File: src/rtl/serial_subtractor.sv
// Bit-serial subtractor: accepts a, b, bin in IDLE, resolves one bit per clock
// LSB first, then presents d/bout in DONE until the downstream handshake.
module serial_subtractor #(
  parameter int unsigned WIDTH = 8
) (
  input  logic             clk,
  input  logic             rst_n,
  input  logic             in_valid,
  output logic             in_ready,
  input  logic [WIDTH-1:0] a,
  input  logic [WIDTH-1:0] b,
  input  logic             bin,
  output logic [WIDTH-1:0] d,
  output logic             bout,
  output logic             out_valid,
  input  logic             out_ready,
  output logic             busy
);

  localparam int unsigned     CW   = $clog2(WIDTH) + 1;
  localparam logic [CW-1:0]   LAST = CW'(WIDTH - 1);

  typedef enum logic [1:0] {
    IDLE,
    RUN,
    DONE
  } state_t;

  state_t           r_state;
  state_t           w_state_next;
  logic [WIDTH-1:0] r_a;
  logic [WIDTH-1:0] r_b;
  logic [WIDTH-1:0] r_d;
  logic [WIDTH-1:0] w_d_next;
  logic [CW-1:0]    r_cnt;
  logic             r_brw;
  logic             r_bout;
  logic             w_diff;
  logic             w_brw_next;
  logic             w_last;

  assign w_last     = (r_cnt == LAST);
  assign w_diff     = r_a[0] ^ r_b[0] ^ r_brw;
  assign w_brw_next = (~r_a[0] & r_b[0]) | (~(r_a[0] ^ r_b[0]) & r_brw);

  // Shift-then-insert keeps WIDTH=1 legal without a zero-width slice.
  always_comb begin
    w_d_next            = r_d >> 1;
    w_d_next[WIDTH-1]   = w_diff;
  end

  always_ff @(posedge clk) begin
    if (!rst_n) r_state <= IDLE;
    else        r_state <= w_state_next;
  end

  always_comb begin
    w_state_next = r_state;
    unique case (r_state)
      IDLE:    if (in_valid)  w_state_next = RUN;
      RUN:     if (w_last)    w_state_next = DONE;
      DONE:    if (out_ready) w_state_next = IDLE;
      default:                w_state_next = IDLE;
    endcase
  end

  always_ff @(posedge clk) begin
    if (!rst_n) begin
      r_a    <= '0;
      r_b    <= '0;
      r_d    <= '0;
      r_cnt  <= '0;
      r_brw  <= 1'b0;
      r_bout <= 1'b0;
    end else begin
      unique case (r_state)
        IDLE: begin
          if (in_valid) begin
            r_a   <= a;
            r_b   <= b;
            r_brw <= bin;
            r_cnt <= '0;
          end
        end
        RUN: begin
          r_a   <= r_a >> 1;
          r_b   <= r_b >> 1;
          r_d   <= w_d_next;
          r_brw <= w_brw_next;
          // Counter parks on LAST so it never wraps; the next accept clears it.
          if (w_last) r_bout <= w_brw_next;
          else        r_cnt  <= r_cnt + CW'(1);
        end
        default: ;
      endcase
    end
  end

  assign in_ready  = (r_state == IDLE);
  assign out_valid = (r_state == DONE);
  assign busy      = (r_state != IDLE);
  assign d         = r_d;
  assign bout      = r_bout;

endmodule
File: config.mk
export PLATFORM = sky130hd
export DESIGN_NAME = serial_subtractor
export DESIGN_NICKNAME = d
export VERILOG_FILES = /design/src/rtl/serial_subtractor.sv
export SDC_FILE = /design/constraint.sdc
export NUM_CORES = 1
export LEC_CHECK = 0
export ABC_AREA = 1
export CORE_MARGIN = 8
export CORE_UTILIZATION = 50
export CTS_CLUSTER_SIZE = 25
export DETAILED_ROUTE_END_ITERATION = 10
export PLACE_DENSITY = 0.79
export SLEW_MARGIN = 5
export SYNTH_ARGS = -nofsm -noshare
export SYNTH_HDL_FRONTEND = slang
export SYNTH_SLANG_ARGS = --single-unit
export TNS_END_PERCENT = 100
File: constraint.sdc
create_clock -name clk -period 2.3 [get_ports clk]
set_input_delay 0.345 -clock clk [delete_from_list [all_inputs] [get_ports clk]]
set_output_delay 0.345 -clock clk [all_outputs]
set_load 0.02 [all_outputs]
==> results_tabular.tex, run 1 <==
\begin{tabular}{lr}
\hline
Metric & Value \\
\hline
\multicolumn{2}{l}{\textbf{Routing}} \\
Remaining number of nets flagged by the antenna check after routing & 0 \\
Detailed Routing Iterations Pass 1 & 4 \\
Vias per inst & 4.84 \\
Via count & 1341 \\
Post-detailed-route wirelength per cell & 10.9 µm \\
DRT Wirelength & 3030 µm \\
Post-detailed-route DRC marker count & 0 \\
Initial detailed-routing violation count & 55 \\
\multicolumn{2}{l}{\textbf{Global routing}} \\
Global-route wire length before repair & 5360 µm \\
Most Used Layer, Global Route & met2 \\
Overflow after GRT & 0 \\
Number of antenna violations at the first check in global routing & 0 \\
Met3 GRT Util & 0.0537 \\
Global-route track usage on met1 & 0.153 \\
Pin count of the biggest net entering global routing & 28 \\
GRT Resource Usage Total & 0.132 \\
Number of global-route vias before repair & 1251 \\
Met2 usage in global routing & 0.202 \\
\multicolumn{2}{l}{\textbf{Critical path}} \\
Worst path required time & 1.96 ns \\
Worst Setup Path Type & flip-flop to primary output \\
CP Max Fanout & 4 \\
Arr. time, crit path & 1.52 ns \\
Nature of the critical path endpoint & primary output \\
CP startpoint kind & flip-flop \\
\multicolumn{2}{l}{\textbf{STA}} \\
Max Clock Skew & 0.00540 ns \\
Final setup violation count & 0 \\
Crit share post-route & 0.812 \\
Post-layout min period & 1.87 ns \\
Slew HR & 0.665 \\
Maximum clock frequency & 0.536 GHz \\
Hold violation count in the final report & 0 \\
Slew of the pin with the lowest slew margin & 0.501 ns \\
Setup repair after global routing missed its margin & false \\
Post-route setup TNS & 0 ns \\
Count of final max-slew check failures & 0 \\
\multicolumn{2}{l}{\textbf{Synthesis}} \\
Most frequent cell after synthesis & sky130\_fd\_sc\_hd\_\_nand2\_1 \\
Number of flip-flops and latches in the synthesized netlist & 32 \\
Async set-reset flop share out of synthesis & 0 \\
Number of warnings printed during yosys synthesis & 0 \\
Top cell types by occurrence after synthesis & 58 x sky130\_fd\_sc\_hd\_\_nand2\_1, 52 x sky130\_fd\_sc\_hd\_\_nor2\_1, 32 x sky130\_fd\_sc\_hd\_\_dfxtp\_1, 21 x sky130\_fd\_sc\_hd\_\_o21ai\_0, 9 x sky130\_fd\_sc\_hd\_\_inv\_1 \\
Primary flip-flop cell chosen by synthesis mapping & sky130\_fd\_sc\_hd\_\_dfxtp\_1 \\
Post-synthesis area per instance & 7.06 µm² \\
Largest cells by area after synthesis & sky130\_fd\_sc\_hd\_\_dfxtp\_1 43\%, sky130\_fd\_sc\_hd\_\_nand2\_1 15\%, sky130\_fd\_sc\_hd\_\_nor2\_1 13\% \\
Sequential area share after synthesis & 0.430 \\
Portion of synthesized cell area occupied by the leading cell type & 0.430 \\
Library cell occupying the most area in the post-synthesis netlist & sky130\_fd\_sc\_hd\_\_dfxtp\_1 \\
Count of flip-flops with a built-in enable after synthesis & 0 \\
Count of distinct cell types in the synthesized netlist & 26 \\
Post-synthesis instance area & 1490 µm² \\
Cell count after synthesis & 211 \\
Number of nets produced by synthesis & 234 \\
\multicolumn{2}{l}{\textbf{Floorplanning}} \\
Placeable core region & 2950 µm² \\
Number of placement rows & 20 \\
Starting utilization of the core area & 0.505 \\
Die Y & 70.6 µm \\
Chip width & 70.6 µm \\
Top-level I/O count & 33 \\
Area of the die & 4980 µm² \\
\multicolumn{2}{l}{\textbf{Clock tree}} \\
Post-CTS Repair Setup Buffers & 0 \\
Number of buffers created by CTS & 5 \\
Clock latency of the later-clocked register in the worst-skew pair & 0.33 ns \\
CTS hold repair buffers & 0 \\
Root buffer cell & sky130\_fd\_sc\_hd\_\_clkbuf\_4 \\
Number of levels in the clock H-tree & 2 \\
Number of gates resized after cts & 0 \\
Bufs on Longest Clock Path & 2 \\
Clock sink total & 32 \\
Clock-pin slew on the worst setup and hold paths & 0.09 ns \\
CTS tree & yes \\
\multicolumn{2}{l}{\textbf{Layout}} \\
Core occupancy in the finished layout & 0.631 \\
Number of diodes added for antenna fixing & 0 \\
Net count of the finished layout & 266 \\
Fraction of layout cells with a size suffix above 1 & 0.0902 \\
Layout-stage area growth over the synthesis result & 25.0\% \\
Number of filler cells placed in the layout & 281 \\
\multicolumn{2}{l}{\textbf{Placed design}} \\
I/O Buffers & 32 \\
Gpl congestion & 0.735 \\
Half-perimeter wire length of the detailed placement result & 2140 µm \\
\multicolumn{2}{l}{\textbf{Power}} \\
Leakage power total & 0.830 nW \\
Post-layout power & 0.00129 W \\
Pwr/cell area & 694 nW/µm² \\
Worst supply voltage drop on vdd & 0.548 mV \\
\multicolumn{2}{l}{\textbf{Outcome}} \\
Outcome & complete, no violations \\
\multicolumn{2}{l}{\textbf{Job}} \\
Max-capacitance violation count & 0 \\
\multicolumn{2}{l}{\textbf{Min path}} \\
Kind of path behind the tightest hold check & flip-flop to flip-flop \\
\hline
\end{tabular}
==> logic make-up after synthesis <==
kind of cell,Yosys count,share of synthesized area
buf+inv,21,0.0882
flops,32,0.430
simple gates,125,0.351
fa+ha+maj,2,0.0218
compound gates,31,0.109
==> final cells by class <==
class / instances / area, µm² / share of cell area
clock buffers: 6 / 41.3 / 0.0222
clock inverters: 2 / 35.0 / 0.0188
inverters: 13 / 58.8 / 0.0316
multi-input cells: 158 / 718 / 0.385
flip-flops and latches: 32 / 641 / 0.344
well taps: 33 / 41.3 / 0.0222
repair buffers: 33 / 328 / 0.176
==> flip-flops by register name (all words and copies together) (netlist names) <==
register	count
bout	1
d	8
r_a	8
r_b	8
r_brw	1
r_cnt	4
r_state	2
==> per-stage QoR <==
| step | instances | hold slack (ns) | setup WS, ns | cell area (µm²) |
|---|---|---|---|---|
| after floorplan | 211 | 0.439 | 1.03 | 1490 |
| after detailed placement | 269 | 0.470 | 0.659 | 1790 |
| after CTS | 277 | 0.484 | 0.408 | 1860 |
| after global placement | 269 | 0.452 | 0.685 | 1790 |
| final | 277 | 0.476 | 0.433 | 1860 |
| after global routing | 277 | 0.508 | 0.354 | 1860 |
==> layer usage <==
metal	share of wire	routed length (µm)
met5	0	0
met4	0.021	65
met3	0.054	165
met2	0.44	1320
met1	0.49	1480
==> layout by cell type, fill, tap and decap left out, types with 2 or more instances in the layout <==
cell type,count
sky130_fd_sc_hd__dfxtp_1,32
sky130_fd_sc_hd__inv_1,9
sky130_fd_sc_hd__clkbuf_4,5
sky130_fd_sc_hd__clkdlybuf4s50_1,32
sky130_fd_sc_hd__nor2_2,2
sky130_fd_sc_hd__a21oi_2,2
sky130_fd_sc_hd__a21oi_1,4
sky130_fd_sc_hd__o21ai_0,21
sky130_fd_sc_hd__nand3_1,6
sky130_fd_sc_hd__inv_2,2
sky130_fd_sc_hd__o21ai_1,4
sky130_fd_sc_hd__nor2_1,52
sky130_fd_sc_hd__nand2_4,3
sky130_fd_sc_hd__nand2_1,58
==> critical path, cell delays in order, from the launching register on <==
cell                              delay (ns)
sky130_fd_sc_hd__dfxtp_1                0.36
sky130_fd_sc_hd__nor2_1                 0.19
sky130_fd_sc_hd__clkdlybuf4s50_1        0.64
==> final timing paths <==
path / startpoint / endpoint / slack (ns) / cells past startpoint
worst max-delay path: r_state[0] / in_ready / 0.43 / 2
worst min-delay path: r_b[7] / r_b[7] / 0.48 / 2
worst max register to register: r_state[1] / r_b[7] / 0.98 / 6
worst min register to register: r_b[7] / r_b[7] / 0.48 / 2
==> report_power, final <==
group / switching (W) / internal [W]
clock: 0.000193 / 0.000228
sequential: 0.0000270 / 0.000599
combinational: 0.000136 / 0.000111
total: 0.000356 / 0.000937
Power figures use the tool's default switching activity.
==> run 2, diff against run 1 <==
Settings changed: CORE_UTILIZATION 50 to 49, PLACE_DENSITY 0.79 to 0.78.
Clock period 2.3 ns to 1.8 ns, I/O delays scaled along.
==> results_tabular.tex, run 2 (synthesis results as in run 1) <==
\begin{tabular}{lr}
\hline
Metric & Value \\
\hline
\multicolumn{2}{l}{\textbf{Critical path}} \\
Critical register-to-register path startpoint & r\_state[1] \\
CP startpoint kind & flip-flop \\
Maximum single-stage delay on the critical path & 0.61 ns \\
CP Max Fanout & 3 \\
FF-to-FF path depth & 6 \\
Cell type of the slowest stage on the worst timing path & sky130\_fd\_sc\_hd\_\_clkdlybuf4s50\_1 \\
Worst Setup Path Type & flip-flop to primary output \\
Setup slack on the worst flop-to-flop path & 0.49 ns \\
Crit path to & d[7] \\
Arr. time, crit path & 1.30 ns \\
Capture instance of the worst register-to-register path & r\_b[7] \\
Crit-path cells & clkdlybuf4s50\_1 \\
Critical path's top delay family & buffers and inverters \\
Buffers and inverters on the worst path & 1 \\
Worst path required time & 1.53 ns \\
CP Launch Point & d[7] \\
Levels on crit path & 1 \\
Nature of the critical path endpoint & primary output \\
\multicolumn{2}{l}{\textbf{Floorplanning}} \\
Top-level I/O count & 33 \\
Placeable core region & 2980 µm² \\
Chip width & 71.1 µm \\
Starting utilization of the core area & 0.500 \\
Die Y & 71.1 µm \\
Number of placement rows & 20 \\
Area of the die & 5060 µm² \\
\multicolumn{2}{l}{\textbf{Clock tree}} \\
Number of buffers created by CTS & 5 \\
Bufs on Longest Clock Path & 2 \\
Number of levels in the clock H-tree & 2 \\
CTS hold repair buffers & 0 \\
Clock latency of the later-clocked register in the worst-skew pair & 0.32 ns \\
Post-CTS Repair Setup Buffers & 0 \\
Clock sink total & 32 \\
Root buffer cell & sky130\_fd\_sc\_hd\_\_clkbuf\_4 \\
Clock-pin slew on the worst setup and hold paths & 0.08 ns \\
CTS tree & yes \\
\multicolumn{2}{l}{\textbf{Routing}} \\
Post-detailed-route wirelength per cell & 11.0 µm \\
Vias per inst & 4.98 \\
Post-detailed-route DRC marker count & 0 \\
Initial detailed-routing violation count & 136 \\
Detailed Routing Iterations Pass 1 & 4 \\
DRT Wirelength & 3020 µm \\
Remaining number of nets flagged by the antenna check after routing & 0 \\
Via count & 1365 \\
\multicolumn{2}{l}{\textbf{Job}} \\
Max-capacitance violation count & 0 \\
\multicolumn{2}{l}{\textbf{STA}} \\
Count of final max-slew check failures & 0 \\
Maximum clock frequency & 0.638 GHz \\
Post-route setup TNS & 0 ns \\
Slew of the pin with the lowest slew margin & 0.312 ns \\
Post-layout min period & 1.57 ns \\
Post-Route Hold Slack & 0.476 ns \\
Final setup violation count & 0 \\
Max Clock Skew & 0.00448 ns \\
Crit share post-route & 0.871 \\
Setup repair after global routing missed its margin & false \\
Slew HR & 0.792 \\
Hold violation count in the final report & 0 \\
\multicolumn{2}{l}{\textbf{Global routing}} \\
Global-route wire length before repair & 5380 µm \\
Pin count of the biggest net entering global routing & 28 \\
Number of global-route vias before repair & 1306 \\
Overflow after GRT & 0 \\
GRT Resource Usage Total & 0.130 \\
Number of antenna violations at the first check in global routing & 0 \\
\multicolumn{2}{l}{\textbf{Placed design}} \\
Half-perimeter wire length of the detailed placement result & 2130 µm \\
I/O Buffers & 32 \\
Gpl congestion & 0.774 \\
\multicolumn{2}{l}{\textbf{Outcome}} \\
Outcome & complete, no violations \\
\multicolumn{2}{l}{\textbf{Power}} \\
Leakage power total & 0.843 nW \\
Pwr/cell area & 797 nW/µm² \\
Worst supply voltage drop on vdd & 0.459 mV \\
\multicolumn{2}{l}{\textbf{Layout}} \\
Number of filler cells placed in the layout & 277 \\
Most common cell after layout, fill and taps aside & sky130\_fd\_sc\_hd\_\_nand2\_1 \\
Fraction of layout cells with a size suffix above 1 & 0.0830 \\
Layout-stage area growth over the synthesis result & 22.7\% \\
Number of diodes added for antenna fixing & 0 \\
Most frequent cells in the layout & 58 x sky130\_fd\_sc\_hd\_\_nand2\_1, 52 x sky130\_fd\_sc\_hd\_\_nor2\_1, 32 x sky130\_fd\_sc\_hd\_\_dfxtp\_1, 29 x sky130\_fd\_sc\_hd\_\_clkdlybuf4s50\_1, 21 x sky130\_fd\_sc\_hd\_\_o21ai\_0 \\
Net count of the finished layout & 266 \\
\multicolumn{2}{l}{\textbf{Min path}} \\
Kind of path behind the tightest hold check & flip-flop to flip-flop \\
\hline
\end{tabular}
-- run 2: changes by cell type in the layout (fill, tap and decap cells not counted), sizes merged --
cell	delta
clkdlybuf4s50	-3
dlygate4sd2	+1
dlymetal6s2s	+2
clkinv	-1
clkbuf	-1
bufinv	-1
-- run 2: layout make-up --
cell class,count,area (µm²),area share
sequential,32,641,0.350
inverter,13,58.8,0.0322
timing repair buffer,33,332,0.181
clock buffer,5,37.5,0.0205
multi-input combinational,158,718,0.393
tap,33,41.3,0.0226
-- run 2: metal layers --
layer	part of all wire	up-vias	track usage	wire, µm
met1	0.47	599	0.147	1420
met5	0	-	0	0
met4	0.019	0	0.0554	57
li1	-	723	-	-
met2	0.46	36	0.217	1380
met3	0.054	7	0.0438	162
-- run 2: metrics by stage --
stage                     instances  instance area (µm²)   util  power (W)  worst slack (ns)
after global routing            274                 1830  0.614    0.00155             0.173
after global placement          269                 1790  0.600    0.00113             0.362
after floorplan                 211                 1490      -    0.00103             0.533
after CTS                       274                 1820  0.612    0.00147            0.0207
final                           274                 1830  0.614    0.00146             0.231
after detailed placement        269                 1790  0.600    0.00113             0.346
-- run 2: repair_timing --
item / 4_1_cts / 5_1_grt
pin swaps: 0 / 0
hold endpoints to repair: 0 / 0
gates cloned: 0 / 0
endpoints found under the setup margin: 1 / 2
resized for setup: 1 / 2
-- run 2: worst min path at each step --
| stage | start | cells past startpoint | end | slack (ns) |
|---|---|---|---|---|
| after global placement | d[0] | 2 | d[0] | 0.46 |
| after CTS | bout | 2 | bout | 0.48 |
| after floorplan | rst_n | 2 | r_b[2] | 0.41 |
| after global routing | bout | 2 | bout | 0.50 |
| after detailed placement | bout | 2 | bout | 0.47 |
| final | bout | 2 | bout | 0.48 |
-- run 2: report_power, final --
part	switching [W]	internal [W]	total [W]	leakage [nW]
clock	0.000213	0.000130	0.000343	0.0230
combinational	0.000173	0.000140	0.000313	0.556
sequential	0.0000354	0.000765	0.000800	0.264
==> run 3, diff against run 2 <==
Settings changed: CORE_UTILIZATION 49 to 40, PLACE_DENSITY 0.78 to 0.66.
==> results_tabular.tex, run 3 (synthesis results as in run 1) <==
\begin{tabular}{lr}
\hline
Metric & Value \\
\hline
\multicolumn{2}{l}{\textbf{Critical path}} \\
Crit-path cells & nor2\_1, clkdlybuf4s50\_1 \\
Arr. time, crit path & 1.46 ns \\
Worst path required time & 1.53 ns \\
Worst Setup Path Type & flip-flop to primary output \\
CP startpoint kind & flip-flop \\
Nature of the critical path endpoint & primary output \\
CP Max Fanout & 4 \\
Cell type of the slowest stage on the worst timing path & sky130\_fd\_sc\_hd\_\_clkdlybuf4s50\_1 \\
FF-to-FF path depth & 7 \\
Maximum single-stage delay on the critical path & 0.64 ns \\
\multicolumn{2}{l}{\textbf{Global routing}} \\
Global-route wire length before repair & 5510 µm \\
GRT Resource Usage Total & 0.115 \\
Overflow after GRT & 0 \\
Number of global-route vias before repair & 1290 \\
Number of antenna violations at the first check in global routing & 0 \\
Pin count of the biggest net entering global routing & 28 \\
\multicolumn{2}{l}{\textbf{Job}} \\
Max-capacitance violation count & 0 \\
\multicolumn{2}{l}{\textbf{STA}} \\
Slew of the pin with the lowest slew margin & 0.315 ns \\
Final setup violation count & 0 \\
Crit share post-route & 0.961 \\
Setup repair after global routing missed its margin & false \\
Hold violation count in the final report & 0 \\
Slew HR & 0.790 \\
Post-Route Hold Slack & 0.462 ns \\
Maximum clock frequency & 0.578 GHz \\
Count of final max-slew check failures & 0 \\
Max Clock Skew & 0.00497 ns \\
Post-layout min period & 1.73 ns \\
Post-route setup TNS & 0 ns \\
\multicolumn{2}{l}{\textbf{Outcome}} \\
Outcome & complete, no violations \\
\multicolumn{2}{l}{\textbf{Layout}} \\
Layout-stage area growth over the synthesis result & 27.9\% \\
Net count of the finished layout & 267 \\
Fraction of layout cells with a size suffix above 1 & 0.0898 \\
Most common cell after layout, fill and taps aside & sky130\_fd\_sc\_hd\_\_nand2\_1 \\
Number of diodes added for antenna fixing & 0 \\
Number of filler cells placed in the layout & 385 \\
Most frequent cells in the layout & 58 x sky130\_fd\_sc\_hd\_\_nand2\_1, 52 x sky130\_fd\_sc\_hd\_\_nor2\_1, 32 x sky130\_fd\_sc\_hd\_\_dfxtp\_1, 31 x sky130\_fd\_sc\_hd\_\_clkdlybuf4s50\_1, 21 x sky130\_fd\_sc\_hd\_\_o21ai\_0 \\
\multicolumn{2}{l}{\textbf{Clock tree}} \\
Number of levels in the clock H-tree & 2 \\
Root buffer cell & sky130\_fd\_sc\_hd\_\_clkbuf\_8 \\
Bufs on Longest Clock Path & 2 \\
Clock sink total & 32 \\
Number of buffers created by CTS & 5 \\
Clock-pin slew on the worst setup and hold paths & 0.07 ns \\
Post-CTS Repair Setup Buffers & 0 \\
Clock latency of the later-clocked register in the worst-skew pair & 0.28 ns \\
CTS tree & yes \\
\multicolumn{2}{l}{\textbf{Routing}} \\
Remaining number of nets flagged by the antenna check after routing & 0 \\
Post-detailed-route wirelength per cell & 10.5 µm \\
Via count & 1338 \\
Initial detailed-routing violation count & 55 \\
Vias per inst & 4.57 \\
Detailed Routing Iterations Pass 1 & 4 \\
DRT Wirelength & 3090 µm \\
Post-detailed-route DRC marker count & 0 \\
\multicolumn{2}{l}{\textbf{Floorplanning}} \\
Top-level I/O count & 33 \\
Placeable core region & 3630 µm² \\
Area of the die & 5930 µm² \\
Chip width & 77.0 µm \\
Starting utilization of the core area & 0.410 \\
Die Y & 77.0 µm \\
Number of placement rows & 22 \\
\multicolumn{2}{l}{\textbf{Placed design}} \\
I/O Buffers & 32 \\
Gpl congestion & 0.791 \\
Half-perimeter wire length of the detailed placement result & 2170 µm \\
\multicolumn{2}{l}{\textbf{Power}} \\
Leakage power total & 0.857 nW \\
Worst supply voltage drop on vdd & 0.463 mV \\
Pwr/cell area & 883 nW/µm² \\
Post-layout power & 0.00168 W \\
\multicolumn{2}{l}{\textbf{Min path}} \\
Kind of path behind the tightest hold check & flip-flop to flip-flop \\
Worst Hold Path Cells & 2 \\
\hline
\end{tabular}
[run 3: changes by cell type in the layout (fill, tap and decap cells not counted)]
| cell | before | now |
|---|---|---|
| sky130_fd_sc_hd__clkbuf_4 | 5 | 0 |
| sky130_fd_sc_hd__clkbuf_8 | 0 | 6 |
| sky130_fd_sc_hd__dlymetal6s2s_1 | 2 | 1 |
| sky130_fd_sc_hd__clkbuf_1 | 0 | 2 |
| sky130_fd_sc_hd__dlygate4sd2_1 | 1 | 0 |
| sky130_fd_sc_hd__clkdlybuf4s50_1 | 29 | 31 |
| sky130_fd_sc_hd__buf_4 | 1 | 2 |
[run 3: cell type report]
class                      count  area [µm²]  share of cell area
clock buffer                   8        90.1              0.0473
inverter                      13        58.8              0.0309
multi-input combinational    158         718               0.377
sequential                    32         641               0.336
tap                           48        60.1              0.0315
timing repair buffer          34         338               0.177
[run 3: power by group]
part           total, W  internal, W  switching (W)
clock network  0.000567     0.000312       0.000256
registers      0.000802     0.000766      0.0000357
logic          0.000314     0.000143       0.000172
total           0.00168      0.00122       0.000463
[run 3: layer usage]
layer  track usage  wire (µm)  up-vias
li1              -          -      726
met1         0.126       1480      573
met2         0.177       1340       35
met3        0.0571        205        4
met4        0.0623         56        0
met5             0          0        -
[run 3: stage by stage]
| step | cell area [µm²] | std cells | util | worst slack, ns |
|---|---|---|---|---|
| 2_1_floorplan | 1490 | 211 | - | 0.533 |
| 3_3_place_gp | 1810 | 285 | 0.499 | 0.368 |
| 3_5_place_dp | 1810 | 285 | 0.499 | 0.331 |
| 4_1_cts | 1900 | 293 | 0.524 | 0.0443 |
| 5_1_grt | 1910 | 293 | 0.524 | 0.00566 |
| 6_report | 1910 | 293 | 0.524 | 0.0699 |
[run 3: repair_timing]
item / in CTS / in global routing
setup endpoints to repair: 0 / 1
gates resized for setup: 0 / 1
hold buffers: 0 / 0
[run 3: worst paths after layout]
path	from	to	slack [ns]
setup reg to reg	r_state[0]	r_cnt[0]	0.48
setup / recovery	r_state[0]	in_ready	0.07
hold / removal	r_b[7]	r_b[7]	0.46
hold reg to reg	r_b[7]	r_b[7]	0.46
[run 3: critical path: cells and delay by family, from the launching register on]
family        cells  cell delay (ns)
buf+inv           1             0.64
simple gates      1             0.19
flops             1             0.35
==> variant: new RTL, settings of run 3 <==
Reset style: asynchronous (`rst_n`), changed in 2 clocked blocks.
--- a/src/rtl/serial_subtractor.sv
+++ b/src/rtl/serial_subtractor.sv
@@ -49,7 +49,7 @@
     w_d_next[WIDTH-1]   = w_diff;
   end
 
-  always_ff @(posedge clk) begin
+  always_ff @(posedge clk or negedge rst_n) begin
     if (!rst_n) r_state <= IDLE;
     else        r_state <= w_state_next;
   end
@@ -64,7 +64,7 @@
     endcase
   end
 
-  always_ff @(posedge clk) begin
+  always_ff @(posedge clk or negedge rst_n) begin
     if (!rst_n) begin
       r_a    <= '0;
       r_b    <= '0;
Formal check against the unedited RTL: differs if rst_n is asserted again (counterexample within 4 cycles, from zero or initial values and one cycle with rst_n low); with rst_n held inactive, the same outputs for 10 cycles.
==> variant against run 3 <==
Final area fell by 0.33%. Via count fell by 7.8%. Area after synthesis fell by 3.4%. Worst setup slack improved by 0.069 ns. Synthesized cell count fell by 22%. Sequential cell count did not move. Routed wire length rose by 4.1%.
Power is not compared: it rests on default switching activity, and its combinational part moved more than twofold at a synthesized area within 25%.
==> variant: results (changes against run 3) <==
* Status: completed
* Worst-path fanout max at 5 (+1)
* Max clock buf depth at 2 (unchanged)
* Number of setup buffers added after CTS at 0 (unchanged)
* Ys flop type: dfrtp_1
* Layout Nets at 224 (-16%)
* Layout Skew at 0.01102 ns (+0.006049 ns)
* Routed len/inst at 12.96 µm (+23%)
* PostCTS Resize Cnt at 4 (+4)
* Starting DRT DRC Count at 67 (+22%)
* CP Data Arrival Time at 1.39 ns (-0.07 ns)
* Ys async rst share at 100.0% (+100 points)
* Final setup viols at 0 (unchanged)
* Rel. slew slack at 73.05% (-5.9 points)
* Sw power at 1.369 mW
* Drt pass-1 iters at 6 (+2)
* Sequential-to-total area share from yosys stat at 55.65% (+13 points)
* Hold Path Class: in -> async
* Vias per cell at 4.972 (+8.9%)
* Clock transition at the registers of the reported paths at 0.10 ns (+0.03 ns)
* Largest net degree at the start of global routing at 33 (+18%)
* Clk pwr share at 18.0%
* First-pass GRT wire length at 5409 µm (-1.8%)
* Final HPWL DP at 2326 µm (+7.1%)
* Num CTS Buffers at 5 (unchanged)
* RePlAce Congestion at 0.7564 (-4.4%)
* Syn Nets at 187 (-20%)
* Clk Latency, worst-skew pair at 0.34 ns (+0.06 ns)
* Top cells by area, synth: dfrtp_1, nand2_1, o21ai_0
* Vias in the first global route at 1245 (-3.5%)
* Unique masters post-synth at 21 (-19%)
* Synth warnings at 0 (unchanged)
* VDD IR max at 0.7299 mV
* Sequential Power Share at 37.0%
* Proportion of layout cells with a drive suffix above 1 at 10.89% (+1.9 points)
* Tot GR Track Use at 11.43% (-0.025 points)
* Post-synth top cells: nand2_1, dfrtp_1, o21ai_0
* Antenna cells at 0 (unchanged)
* Comb group at 1.53 mW
* Root Driver: clkbuf_4
* LEAKAGE at 0.8781 nW
* Initial antenna violation count at 0 (unchanged)
* H-tree Lvls at 2 (unchanged)
* Port Buf Inserts at 32 (unchanged)
* Post-DP Area at 1805 µm² (-0.41%)
## variant: cell types whose count changed in the layout (fill, tap and decap cells not counted), moves of 4 or more
cell,change
a21oi_1,+12
clkbuf_4,+5
clkbuf_8,-4
dfrtp_1,+32
dfxtp_1,-32
nand2_1,-21
nor2_1,-37
## variant: layer usage
layer / track usage (%) / routed length [µm] / up-vias
met5: 0 / 0 / -
met4: 6.667 / 75 / 0
met3: 5.071 / 198 / 6
met2: 18.51 / 1480 / 37
met1: 12.01 / 1459 / 583
li1: - / - / 607
## variant: critical path: stages (launching register included)
cell and delay, ns:
dfrtp_1 0.46, nor2_2 0.20, inv_1 0.06, dlygate4sd2_1 0.32
## variant: area by class of cell
type / instances / area (µm²)
multi-input cells: 114 / 554.3
clock inverters: 1 / 30.03
inverters: 12 / 45.04
well taps: 46 / 57.56
repair buffers: 36 / 346.6
flip-flops and latches: 32 / 800.8
clock buffers: 7 / 65.06
fillers: 316 / 1490
## variant: final timing paths
kind,to,cells past startpoint,startpoint,slack [ns]
max in group asynchronous,r_a[0],2,rst_n,1.18
min reg2reg,d[0],2,d[0],0.51
max reg2reg,r_a[5],6,r_state[0],0.40
min in group clk,r_a[7],3,a[7],0.49
max,busy,3,r_state[1],0.14
min,d[5],2,rst_n,0.32
## variant: through the flow
stage,std cells,setup slack (ns),hold slack [ns]
after global placement,240,0.2474,0.4689
after floorplan,164,0.4405,-0.02559
final,248,0.1386,0.3202
after global routing,248,0.08018,0.3369
after CTS,248,0.1442,0.3249
after detailed placement,240,0.2036,0.4890
## variant: cell families (layout without fill, tap and decap cells)
family	Yosys count	in the layout	share of synthesized area [%]
adder cells (fa/ha/maj)	2	2	2.261
flip-flops	32	32	55.65
buffers and inverters	18	56	6.000
AO/OA/AOI/OAI	43	43	15.39
AND/OR/NAND/NOR	69	69	20.70
